### src/rtl/vid_sched_pkg.sv
// rtl/vid_sched_pkg.sv - shared types and helpers for the line buffer scheduler
package vid_sched_pkg;

    typedef enum logic [1:0] {
        EMPTY   = 2'd0,
        WRITING = 2'd1,
        FULL    = 2'd2,
        READING = 2'd3
    } buf_state_t;

    typedef logic [0:0] wr_fsm_t;
    typedef logic [0:0] rd_fsm_t;

    localparam wr_fsm_t W_IDLE   = 1'b0;
    localparam wr_fsm_t W_ACTIVE = 1'b1;
    localparam rd_fsm_t R_IDLE   = 1'b0;
    localparam rd_fsm_t R_ACTIVE = 1'b1;

    // Advance a ring index by step, wrapping at num_bufs.
    function automatic int ring_inc(input int idx, input int step, input int num_bufs);
        return (idx + step) % num_bufs;
    endfunction

endpackage

### src/rtl/line_buf_scheduler_if.sv
// rtl/line_buf_scheduler_if.sv - writer/reader handshake bundle for the line buffer scheduler
interface line_buf_scheduler_if #(
    parameter int NUM_BUFS = 2
);
    localparam int BUF_W = $clog2(NUM_BUFS);
    localparam int OCC_W = $clog2(NUM_BUFS + 1);

    logic             flush;
    logic             wr_req;
    logic             wr_gnt;
    logic [BUF_W-1:0] wr_sel;
    logic             wr_beat;
    logic             rd_req;
    logic             rd_pair;
    logic             rd_keep;
    logic             rd_gnt;
    logic [BUF_W-1:0] rd_sel_a;
    logic [BUF_W-1:0] rd_sel_b;
    logic             rd_beat;
    logic [OCC_W-1:0] occupancy;
    logic             field_done;
    logic             err_beat;

    modport master (
        output flush, wr_req, wr_beat, rd_req, rd_pair, rd_keep, rd_beat,
        input  wr_gnt, wr_sel, rd_gnt, rd_sel_a, rd_sel_b, occupancy, field_done, err_beat
    );

    modport slave (
        input  flush, wr_req, wr_beat, rd_req, rd_pair, rd_keep, rd_beat,
        output wr_gnt, wr_sel, rd_gnt, rd_sel_a, rd_sel_b, occupancy, field_done, err_beat
    );
endinterface

### src/rtl/line_beat_counter.sv
// rtl/line_beat_counter.sv - per-line pixel beat counter with last-beat flag
module line_beat_counter #(
    parameter int WIDTH = 640,
    localparam int CNT_W = (WIDTH > 1) ? $clog2(WIDTH) : 1
) (
    input  logic             clock,
    input  logic             reset,
    input  logic             clear_i,
    input  logic             beat_i,
    output logic             last_o,
    output logic [CNT_W-1:0] count_o
);
    logic [CNT_W-1:0] cnt_q, cnt_d;

    assign last_o  = (cnt_q == CNT_W'(WIDTH - 1));
    assign count_o = cnt_q;

    // Count beats, wrapping to zero on the last beat of a line.
    always_comb begin
        cnt_d = cnt_q;
        if (clear_i)
            cnt_d = '0;
        else if (beat_i)
            cnt_d = last_o ? '0 : cnt_q + CNT_W'(1);
    end

    // Counter register.
    always_ff @(posedge clock or negedge reset) begin
        if (!reset)
            cnt_q <= '0;
        else
            cnt_q <= cnt_d;
    end
endmodule

### src/rtl/line_buf_scheduler.sv
// rtl/line_buf_scheduler.sv - ring-ordered line buffer grants for writer and reader
module line_buf_scheduler
    import vid_sched_pkg::*;
#(
    parameter int NUM_BUFS        = 2,
    parameter int WIDTH           = 640,
    parameter int LINES_PER_FIELD = 240
) (
    input  logic                  clock,
    input  logic                  reset,
    line_buf_scheduler_if.slave   bus
);
    localparam int BUF_W  = $clog2(NUM_BUFS);
    localparam int OCC_W  = $clog2(NUM_BUFS + 1);
    localparam int CNT_W  = (WIDTH > 1) ? $clog2(WIDTH) : 1;
    localparam int LCNT_W = (LINES_PER_FIELD > 1) ? $clog2(LINES_PER_FIELD) : 1;

    buf_state_t       bst_q [NUM_BUFS];
    buf_state_t       bst_d [NUM_BUFS];
    wr_fsm_t          wstate_q, wstate_d;
    rd_fsm_t          rstate_q, rstate_d;
    logic [BUF_W-1:0] wp_q, wp_d, rp_q, rp_d, rp_nx;
    logic             wr_gnt_q, wr_gnt_d, rd_gnt_q, rd_gnt_d;
    logic [BUF_W-1:0] wr_sel_q, wr_sel_d, rd_sel_a_q, rd_sel_a_d, rd_sel_b_q, rd_sel_b_d;
    logic             pair_q, pair_d, keep_q, keep_d;
    logic [OCC_W-1:0] occ_q, occ_d;
    logic [LCNT_W-1:0] lcnt_q, lcnt_d;
    logic             field_done_q, field_done_d, err_q, err_d;
    logic             w_beat, r_beat, w_last, r_last, w_done, r_done;
    logic [CNT_W-1:0] wcnt_unused, rcnt_unused;

    // Beats only count while the matching side holds a grant; flush discards them.
    assign w_beat = bus.wr_beat && (wstate_q == W_ACTIVE) && !bus.flush;
    assign r_beat = bus.rd_beat && (rstate_q == R_ACTIVE) && !bus.flush;
    assign w_done = w_beat && w_last;
    assign r_done = r_beat && r_last;
    assign rp_nx  = BUF_W'(ring_inc(int'(rp_q), 1, NUM_BUFS));

    line_beat_counter #(.WIDTH(WIDTH)) u_wcnt (
        .clock(clock), .reset(reset), .clear_i(bus.flush), .beat_i(w_beat),
        .last_o(w_last), .count_o(wcnt_unused)
    );

    line_beat_counter #(.WIDTH(WIDTH)) u_rcnt (
        .clock(clock), .reset(reset), .clear_i(bus.flush), .beat_i(r_beat),
        .last_o(r_last), .count_o(rcnt_unused)
    );

    // Next-state for both FSMs; they always touch disjoint buffers, flush overrides all.
    always_comb begin
        bst_d        = bst_q;
        wstate_d     = wstate_q;
        rstate_d     = rstate_q;
        wp_d         = wp_q;
        rp_d         = rp_q;
        wr_gnt_d     = wr_gnt_q;
        rd_gnt_d     = rd_gnt_q;
        wr_sel_d     = wr_sel_q;
        rd_sel_a_d   = rd_sel_a_q;
        rd_sel_b_d   = rd_sel_b_q;
        pair_d       = pair_q;
        keep_d       = keep_q;
        lcnt_d       = lcnt_q;
        field_done_d = 1'b0;
        err_d        = !bus.flush && ((bus.wr_beat && wstate_q == W_IDLE) ||
                                      (bus.rd_beat && rstate_q == R_IDLE));

        if (wstate_q == W_IDLE) begin
            if (bus.wr_req && bst_q[wp_q] == EMPTY) begin
                wstate_d    = W_ACTIVE;
                wr_gnt_d    = 1'b1;
                wr_sel_d    = wp_q;
                bst_d[wp_q] = WRITING;
            end
        end else if (w_done) begin
            bst_d[wr_sel_q] = FULL;
            wp_d            = BUF_W'(ring_inc(int'(wp_q), 1, NUM_BUFS));
            wr_gnt_d        = 1'b0;
            wstate_d        = W_IDLE;
            if (lcnt_q == LCNT_W'(LINES_PER_FIELD - 1)) begin
                lcnt_d       = '0;
                field_done_d = 1'b1;
            end else begin
                lcnt_d = lcnt_q + LCNT_W'(1);
            end
        end

        if (rstate_q == R_IDLE) begin
            if (bus.rd_req && bst_q[rp_q] == FULL && (!bus.rd_pair || bst_q[rp_nx] == FULL)) begin
                rstate_d    = R_ACTIVE;
                rd_gnt_d    = 1'b1;
                rd_sel_a_d  = rp_q;
                rd_sel_b_d  = rp_nx;
                pair_d      = bus.rd_pair;
                keep_d      = bus.rd_keep;
                bst_d[rp_q] = READING;
                if (bus.rd_pair)
                    bst_d[rp_nx] = READING;
            end
        end else if (r_done) begin
            rstate_d = R_IDLE;
            rd_gnt_d = 1'b0;
            if (pair_q) begin
                bst_d[rd_sel_a_q] = EMPTY;
                if (keep_q) begin
                    bst_d[rd_sel_b_q] = FULL;
                    rp_d              = rd_sel_b_q;
                end else begin
                    bst_d[rd_sel_b_q] = EMPTY;
                    rp_d              = BUF_W'(ring_inc(int'(rd_sel_a_q), 2, NUM_BUFS));
                end
            end else if (keep_q) begin
                bst_d[rd_sel_a_q] = FULL;
            end else begin
                bst_d[rd_sel_a_q] = EMPTY;
                rp_d              = rd_sel_b_q;
            end
        end

        if (bus.flush) begin
            for (int i = 0; i < NUM_BUFS; i++)
                bst_d[i] = EMPTY;
            wstate_d = W_IDLE;
            rstate_d = R_IDLE;
            wp_d = '0; rp_d = '0;
            wr_gnt_d = 1'b0; rd_gnt_d = 1'b0;
            wr_sel_d = '0; rd_sel_a_d = '0; rd_sel_b_d = '0;
            pair_d = 1'b0; keep_d = 1'b0;
            lcnt_d = '0;
            field_done_d = 1'b0;
        end

        occ_d = '0;
        for (int i = 0; i < NUM_BUFS; i++)
            if (bst_d[i] == FULL)
                occ_d = occ_d + OCC_W'(1);
    end

    // State registers.
    always_ff @(posedge clock or negedge reset) begin
        if (!reset) begin
            for (int i = 0; i < NUM_BUFS; i++)
                bst_q[i] <= EMPTY;
            wstate_q <= W_IDLE;      rstate_q <= R_IDLE;
            wp_q <= '0;              rp_q <= '0;
            wr_gnt_q <= 1'b0;        rd_gnt_q <= 1'b0;
            wr_sel_q <= '0;          rd_sel_a_q <= '0;       rd_sel_b_q <= '0;
            pair_q <= 1'b0;          keep_q <= 1'b0;
            occ_q <= '0;             lcnt_q <= '0;
            field_done_q <= 1'b0;    err_q <= 1'b0;
        end else begin
            bst_q <= bst_d;
            wstate_q <= wstate_d;    rstate_q <= rstate_d;
            wp_q <= wp_d;            rp_q <= rp_d;
            wr_gnt_q <= wr_gnt_d;    rd_gnt_q <= rd_gnt_d;
            wr_sel_q <= wr_sel_d;    rd_sel_a_q <= rd_sel_a_d; rd_sel_b_q <= rd_sel_b_d;
            pair_q <= pair_d;        keep_q <= keep_d;
            occ_q <= occ_d;          lcnt_q <= lcnt_d;
            field_done_q <= field_done_d; err_q <= err_d;
        end
    end

    assign bus.wr_gnt     = wr_gnt_q;
    assign bus.wr_sel     = wr_sel_q;
    assign bus.rd_gnt     = rd_gnt_q;
    assign bus.rd_sel_a   = rd_sel_a_q;
    assign bus.rd_sel_b   = rd_sel_b_q;
    assign bus.occupancy  = occ_q;
    assign bus.field_done = field_done_q;
    assign bus.err_beat   = err_q;
endmodule

### src/flat_wrapper.sv
// flat-port wrapper written by rule: the top's interface ports become plain ports
module line_buf_scheduler_flat import vid_sched_pkg::*;
#(
    parameter int NUM_BUFS        = 2,
    parameter int WIDTH           = 640,
    parameter int LINES_PER_FIELD = 240
)
  (clock, reset, bus_flush, bus_wr_req, bus_wr_beat, bus_rd_req, bus_rd_pair, bus_rd_keep, bus_rd_beat, bus_wr_gnt, bus_wr_sel, bus_rd_gnt, bus_rd_sel_a, bus_rd_sel_b, bus_occupancy, bus_field_done, bus_err_beat);
  line_buf_scheduler_if #(.NUM_BUFS(NUM_BUFS)) bus_i ();
  input  logic clock;
  input  logic reset;
  input wire logic [$bits(bus_i.flush)-1:0] bus_flush;
  input wire logic [$bits(bus_i.wr_req)-1:0] bus_wr_req;
  input wire logic [$bits(bus_i.wr_beat)-1:0] bus_wr_beat;
  input wire logic [$bits(bus_i.rd_req)-1:0] bus_rd_req;
  input wire logic [$bits(bus_i.rd_pair)-1:0] bus_rd_pair;
  input wire logic [$bits(bus_i.rd_keep)-1:0] bus_rd_keep;
  input wire logic [$bits(bus_i.rd_beat)-1:0] bus_rd_beat;
  output wire logic [$bits(bus_i.wr_gnt)-1:0] bus_wr_gnt;
  output wire logic [$bits(bus_i.wr_sel)-1:0] bus_wr_sel;
  output wire logic [$bits(bus_i.rd_gnt)-1:0] bus_rd_gnt;
  output wire logic [$bits(bus_i.rd_sel_a)-1:0] bus_rd_sel_a;
  output wire logic [$bits(bus_i.rd_sel_b)-1:0] bus_rd_sel_b;
  output wire logic [$bits(bus_i.occupancy)-1:0] bus_occupancy;
  output wire logic [$bits(bus_i.field_done)-1:0] bus_field_done;
  output wire logic [$bits(bus_i.err_beat)-1:0] bus_err_beat;
  assign bus_i.flush = bus_flush;
  assign bus_i.wr_req = bus_wr_req;
  assign bus_i.wr_beat = bus_wr_beat;
  assign bus_i.rd_req = bus_rd_req;
  assign bus_i.rd_pair = bus_rd_pair;
  assign bus_i.rd_keep = bus_rd_keep;
  assign bus_i.rd_beat = bus_rd_beat;
  assign bus_wr_gnt = bus_i.wr_gnt;
  assign bus_wr_sel = bus_i.wr_sel;
  assign bus_rd_gnt = bus_i.rd_gnt;
  assign bus_rd_sel_a = bus_i.rd_sel_a;
  assign bus_rd_sel_b = bus_i.rd_sel_b;
  assign bus_occupancy = bus_i.occupancy;
  assign bus_field_done = bus_i.field_done;
  assign bus_err_beat = bus_i.err_beat;
  line_buf_scheduler #(.NUM_BUFS(NUM_BUFS), .WIDTH(WIDTH), .LINES_PER_FIELD(LINES_PER_FIELD)) u_core (.clock(clock), .reset(reset), .bus(bus_i));
endmodule
### config.mk
export PLATFORM = sky130hd
export DESIGN_NAME = line_buf_scheduler_flat
export DESIGN_NICKNAME = d
export VERILOG_FILES = /design/src/rtl/vid_sched_pkg.sv /design/src/rtl/line_buf_scheduler_if.sv /design/src/rtl/line_beat_counter.sv /design/src/rtl/line_buf_scheduler.sv /design/src/flat_wrapper.sv
export SDC_FILE = /design/constraint.sdc
export NUM_CORES = 1
export LEC_CHECK = 0
export BUFFER_PORTS_ARGS = -buffer_cell sky130_fd_sc_hd__buf_2
export CAP_MARGIN = 5
export CORE_MARGIN = 5
export CORE_UTILIZATION = 50
export CTS_CLUSTER_DIAMETER = 200
export DETAILED_ROUTE_END_ITERATION = 10
export PLACE_DENSITY = 0.68
export SYNTH_ARGS = -nofsm -noshare
export SYNTH_HDL_FRONTEND = slang
export SYNTH_SLANG_ARGS = --single-unit
export TNS_END_PERCENT = 1
### constraint.sdc
create_clock -name clock -period 2.9 [get_ports clock]
set_input_delay 0.435 -clock clock [delete_from_list [all_inputs] [get_ports clock]]
set_output_delay 0.435 -clock clock [all_outputs]
set_load 0.01 [all_outputs]
Word level (Yosys, flattened, before mapping)

Cells that the tools add are included.

Register bits after elaboration: 47
Word-level logic and storage cells: 203

Multiplexer cells: 88
Equal/unequal tests: 12
Bitwise logic cells: 26
Reduce and logical (&&, ||, !) cells: 39
Magnitude comparators: 12
Add/subtract/negate cells: 7

Operators with widths:

| kind                                                      | count |
|---|---|
| 2-to-1 mux 10 bit                                         | 6 |
| 2-to-1 mux 1 bit                                          | 45 |
| 2-to-1 mux 4 bit                                          | 11 |
| 2-to-1 mux 2 bit                                          | 16 |
| 2-to-1 mux 8 bit                                          | 4 |
| adder 10 x 1 -> 10 bit (second input constant)            | 2 |
| equality test 10 bit (second input constant)              | 2 |
| logical AND 1 bit                                         | 18 |
| nonzero test 2 bit                                        | 8 |
| demux 2 bit (select 1 bit)                                | 6 |
| greater-or-equal comparator 2 bit (second input constant) | 6 |
| < comparator 2 x 1 -> 1 bit (second input constant)       | 6 |
| NOT 1 -> 2 bit                                            | 6 |
| AND reduction 2 bit                                       | 5 |
| adder 8 x 1 -> 8 bit (second input constant)              | 1 |
| bitwise AND 2 bit                                         | 4 |
| bitwise AND 4 bit                                         | 2 |
| equality test 2 bit (second input constant)               | 4 |
| equality test 8 bit (second input constant)               | 1 |
| NOT 2 bit                                                 | 4 |
| NOT 4 bit                                                 | 2 |
| bitwise OR 2 bit                                          | 4 |
| bitwise OR 4 bit                                          | 2 |
| != test 3 bit (second input constant)                     | 2 |
| 10 further kinds                                          | 17 |

Logic depth before layout (Yosys ltp)

Depth after elaboration: 20
Mapped depth: 7
Gate-level depth less buffers: 7

Hierarchy

A second synthesis with hierarchy kept.

Cell total of the unflattened synthesis: 256
Area, all modules: 2576.2 sq um

Modules (own cells, without submodules):

| module             | area each (sq um) | cells each | times used | sequential area each (sq um) |
|---|---|---|---|---|
| line_buf_scheduler | 1437.6            | 146        | 1          | 675.6 |
| line_beat_counter  | 569.3             | 55         | 2          | 250.2 |

Worst setup path before layout

OpenSTA, ideal clock, no wires.

Path kind: reg2reg
Start: register u_core.u_rcnt.cnt_q[0], in the netlist u_core.u_rcnt.count_o[0]
End: register u_core.occ_q[0], in the netlist u_core.bus.occupancy[0]
Period minus slack after synthesis: 1.998 ns
Arrival: 1.872 ns
Setup slack: 0.902 ns
Cell stages (with the launch flop): 8
Library setup time: 0.126 ns
Data required time: 2.774 ns
Buffers on the path: 0
Cell sequence: dfrtp_1 -> ha_1 -> nand3_1 -> nor4_4 -> a21oi_1 -> o2bb2ai_1 -> o311a_1 -> ha_1

RTL lines:

| element                | RTL line                  | source |
|---|---|---|
| from (decl)            | line_beat_counter.sv:13   | `logic [CNT_W-1:0] cnt_q, cnt_d;` |
| from (signal assigned) | line_beat_counter.sv:32   | `cnt_q <= cnt_d;` |
| to (signal assigned)   | line_buf_scheduler.sv:149 | `occ_q <= '0; lcnt_q <= '0;` |
| to (signal assigned)   | line_buf_scheduler.sv:158 | `occ_q <= occ_d; lcnt_q <= lcnt_d;` |
| to (decl)              | line_buf_scheduler.sv:26  | `logic [OCC_W-1:0] occ_q, occ_d;` |

==> summary.txt <==
Critical path
  – Most frequent cell on the critical path: ha_1
  – Worst reg2reg path depth: 7
  – Critical path arrival: about 2.5 ns
  – Data required time of the worst path: slightly above 3 ns
  – RR Startpoint: u_core.u_rcnt.count_o[0]
  – Critical Path End Type: register
  – Critical path type: reg2reg
  – Worst R2R Setup Slack: 0.63 ns
  – CP top delay family: simple AND/OR/NAND/NOR gates
  – CP max stage delay: roughly 0.5 ns
  – Worst path cell trace: ha_1 -> nand3_1 -> nor4_4 -> a21oi_1 -> o2bb2ai_1 -> o311a_1 -> ha_1
  – Buf/Inv on CP: 0
  – Worst R2R End: u_core.bus.occupancy[0]
  – Slowest cell on crit path: nor4_4
  – Crit-path max FO: 7
  – Startpoint types: register

Floorplanning
  – Core Region: about 0.0048 mm²
  – Die area: ~0.0065 mm²
  – # IOs: 18
  – Die Wd: roughly 80 µm
  – DIE HEIGHT: around 81 µm
  – Initial Utilization: roughly 52%
  – FP Rows: 25

Status
  – Outcome: finished, final reports clean

STA
  – RSZ-0062 raised after global routing: false
  – Final period util: 78.3%
  – Fin Setup TNS: 0 ns
  – Relative slew slack: a little under a third
  – Max-slew violation count: 0
  – Setup Viol. Count Final: 0
  – Hold Vio Cnt, Final: 0
  – Maximum clock rate: between 0.4 and 0.5 GHz
  – Skew final: 0.00797 ns
  – Crit path time final: between 2 and 2.5 ns
  – Slew @ Worst Pin: 1.03 ns

GRT
  – Number of global-route vias before repair: between 1.5k and 2k
  – GRT Overall Usage: 17.1%
  – First-pass GRT wire length: between 8000 and 9000 µm
  – GRT overflow: 0
  – Initial antenna violation count: 0
  – Largest net degree at the start of global routing: 48

Layout
  – Area growth syn-to-layout: 11.9%
  – Most frequent cells in the layout: dfrtp_1, nor2_1, o21ai_0, nand2_1, buf_2
  – Ant. Diodes: 0
  – Share of layout cells above drive strength 1: 14.7%
  – Commonest non-fill, non-tap cell in the layout: dfrtp_1
  – Final #Nets: approximately 290

Clock network
  – Total CTS buffers: 5
  – Hold_buf cts: 0
  – CTS max path bufs: 2
  – Post-CTS setup buffer count: 0
  – Clk root buf: clkbuf_8
  – Worst skew pair latency: 0.30 ns
  – CTS tree: built
  – Resize count post-CTS: 0
  – H-tree depth: 2
  – Clock transition at path regs: 0.09 ns
  – CTS Sinks: between 40 and 50

Power and ir drop
  – Leakage power: roughly 1.2 nW
  – Power Dens Cells: around 470 mW/mm²
  – Worst VDD drop: around 0.28 mV
  – Pwr Total: 1.31 mW

Synthesis
  – Register area share after synthesis: 47.2%
  – Yosys reg bits: 47
  – Number of synthesized flops with an enable pin: 0
  – Synth warn: 0
  – Top cell type's share of synthesized area: 47.2%
  – Synth unique cells: 53
  – Async SR Flop Fraction: between 90% and 100%
  – Most used flip-flop cell after synthesis: dfrtp_1
  – Post-Syn Instances: between 200 and 300
  – Post-Synthesis Net Count: about 270
  – Mapped Area: 0.00249 mm²
  – Area leader, netlist: dfrtp_1
  – Top cells by area, synth: dfrtp_1, o21ai_0, nor2_1
  – Syn Area/Cell: 9.73 µm²

Drt
  – Routed vias/inst: 5.47
  – Drt drc: 0
  – Post-route antenna net violation count: 0
  – Detailed Route Iter0 Violations: 124
  – Via Count: roughly 1.9k
  – Final WL: between 4000 and 5000 µm
  – Detailed-route wire length per cell: 14.1 µm
  – Drt first pass iters: 4

Placement
  – Port buffer count: 17
  – GPL Wtd Cong: 0.792
  – Post-DP HPWL: roughly 3400 µm

Run
  – Maxcap violations: 0

Min path
  – Type of the worst min-delay path: in2async
==> cell type report <==
cell class                 instances  area, µm²
multi-input combinational        197       1260
inverter                           8       30.0
sequential                        47       1180
tap                               67       83.8
timing repair buffer              19        100
fill                             424       2000
clock buffer                       5       68.8
clock inverter                     3       67.6
==> registers in the layout, indices dropped and copies added (netlist names) <==
signal	cells
u_core.bus.err_beat	1
u_core.wp_q	1
u_core.bus.wr_gnt	1
u_core.bst_q	4
u_core.u_rcnt.count_o	10
u_core.lcnt_q	8
u_core.bus.rd_gnt	1
u_core.bus.rd_sel_a	1
u_core.pair_q	1
u_core.u_wcnt.count_o	10
u_core.wstate_q	1
u_core.rstate_q	1
u_core.keep_q	1
u_core.bus.wr_sel	1
u_core.bus.field_done	1
u_core.rp_q	1
u_core.bus.occupancy	2
u_core.bus.rd_sel_b	1
==> per-layer routing <==
metal / vias to the layer above / track usage [%] / wire length, µm
li1: 958 / - / -
met1: 903 / 22.6 / 2390
met2: 25 / 27.4 / 2280
met3: 7 / 3.48 / 132
met4: 0 / 6.42 / 81
met5: - / 0 / 0
==> cells by family (layout without fill, tap and decap cells) <==
logic type               count (synthesis)  after routing  share of synthesized area, %
buffers and inverters                   12             35                          2.21
AND/OR/NAND/NOR                        107            107                          24.1
multiplexers                             9              9                          3.72
XOR/XNOR                                13             13                          4.57
flip-flops                              47             47                          47.2
adder cells (fa/ha/maj)                  4              4                          2.01
AO/OA/AOI/OAI                           64             64                          16.2
==> cell usage after synthesis, types with 3 or more instances <==
cell / n
dfrtp_1: 47
inv_1: 8
mux2i_1: 7
nand2_1: 26
nor4_4: 3
nor2b_1: 6
a21oi_1: 10
nand4_1: 3
ha_1: 4
xor2_1: 3
xnor2_1: 10
nand2b_1: 4
a21o_1: 3
nor2_1: 31
o21ai_0: 28
nor3_1: 7
a31oi_1: 3
nand3_1: 8
and3_1: 3
o21a_1: 3
nor4_1: 3
==> stage by stage <==
stage / hold WS [ns] / util, % / instances / area, µm² / setup WS (ns)
final: 0.298 / 58.2 / 346 / 2790 / 0.628
after global routing: 0.378 / 58.2 / 346 / 2790 / 0.450
after detailed placement: 0.479 / 55.4 / 338 / 2650 / 0.693
after floorplan: 0.139 / - / 256 / 2490 / 0.902
after CTS: 0.343 / 58.2 / 346 / 2790 / 0.643
after global placement: 0.470 / 55.4 / 338 / 2650 / 0.784
==> how the worst max path moves through the flow <==
stage                                   startpoint  slack [ns]                 endpoint  depth (start not counted)
final                     u_core.u_rcnt.count_o[0]        0.63  u_core.bus.occupancy[0]                          7
after global routing      u_core.u_rcnt.count_o[0]        0.45  u_core.bus.occupancy[0]                          7
after CTS                 u_core.u_rcnt.count_o[0]        0.64  u_core.bus.occupancy[0]                          7
after detailed placement  u_core.u_rcnt.count_o[0]        0.69  u_core.bus.occupancy[0]                          7
after global placement    u_core.u_rcnt.count_o[0]        0.78  u_core.bus.occupancy[0]                          7
after floorplan           u_core.u_rcnt.count_o[0]        0.90  u_core.bus.occupancy[0]                          7
==> report_power, final <==
| group | total (mW) | switching [mW] | internal (mW) |
|---|---|---|---|
| Sequential | 0.667 | 0.00649 | 0.660 |
| Combinational | 0.0646 | 0.0449 | 0.0198 |
| Clock | 0.576 | 0.232 | 0.344 |
| Total | 1.31 | 0.283 | 1.02 |
==> worst register-to-register path: cells and delay by family (launching register included) <==
family | cells | cell delay, ns
AO/OA/AOI/OAI | 3 | 0.49
adder cells (fa/ha/maj) | 2 | 0.50
flip-flops | 1 | 0.42
AND/OR/NAND/NOR | 2 | 0.75
Note: power is estimated with default switching activity, not from simulation.
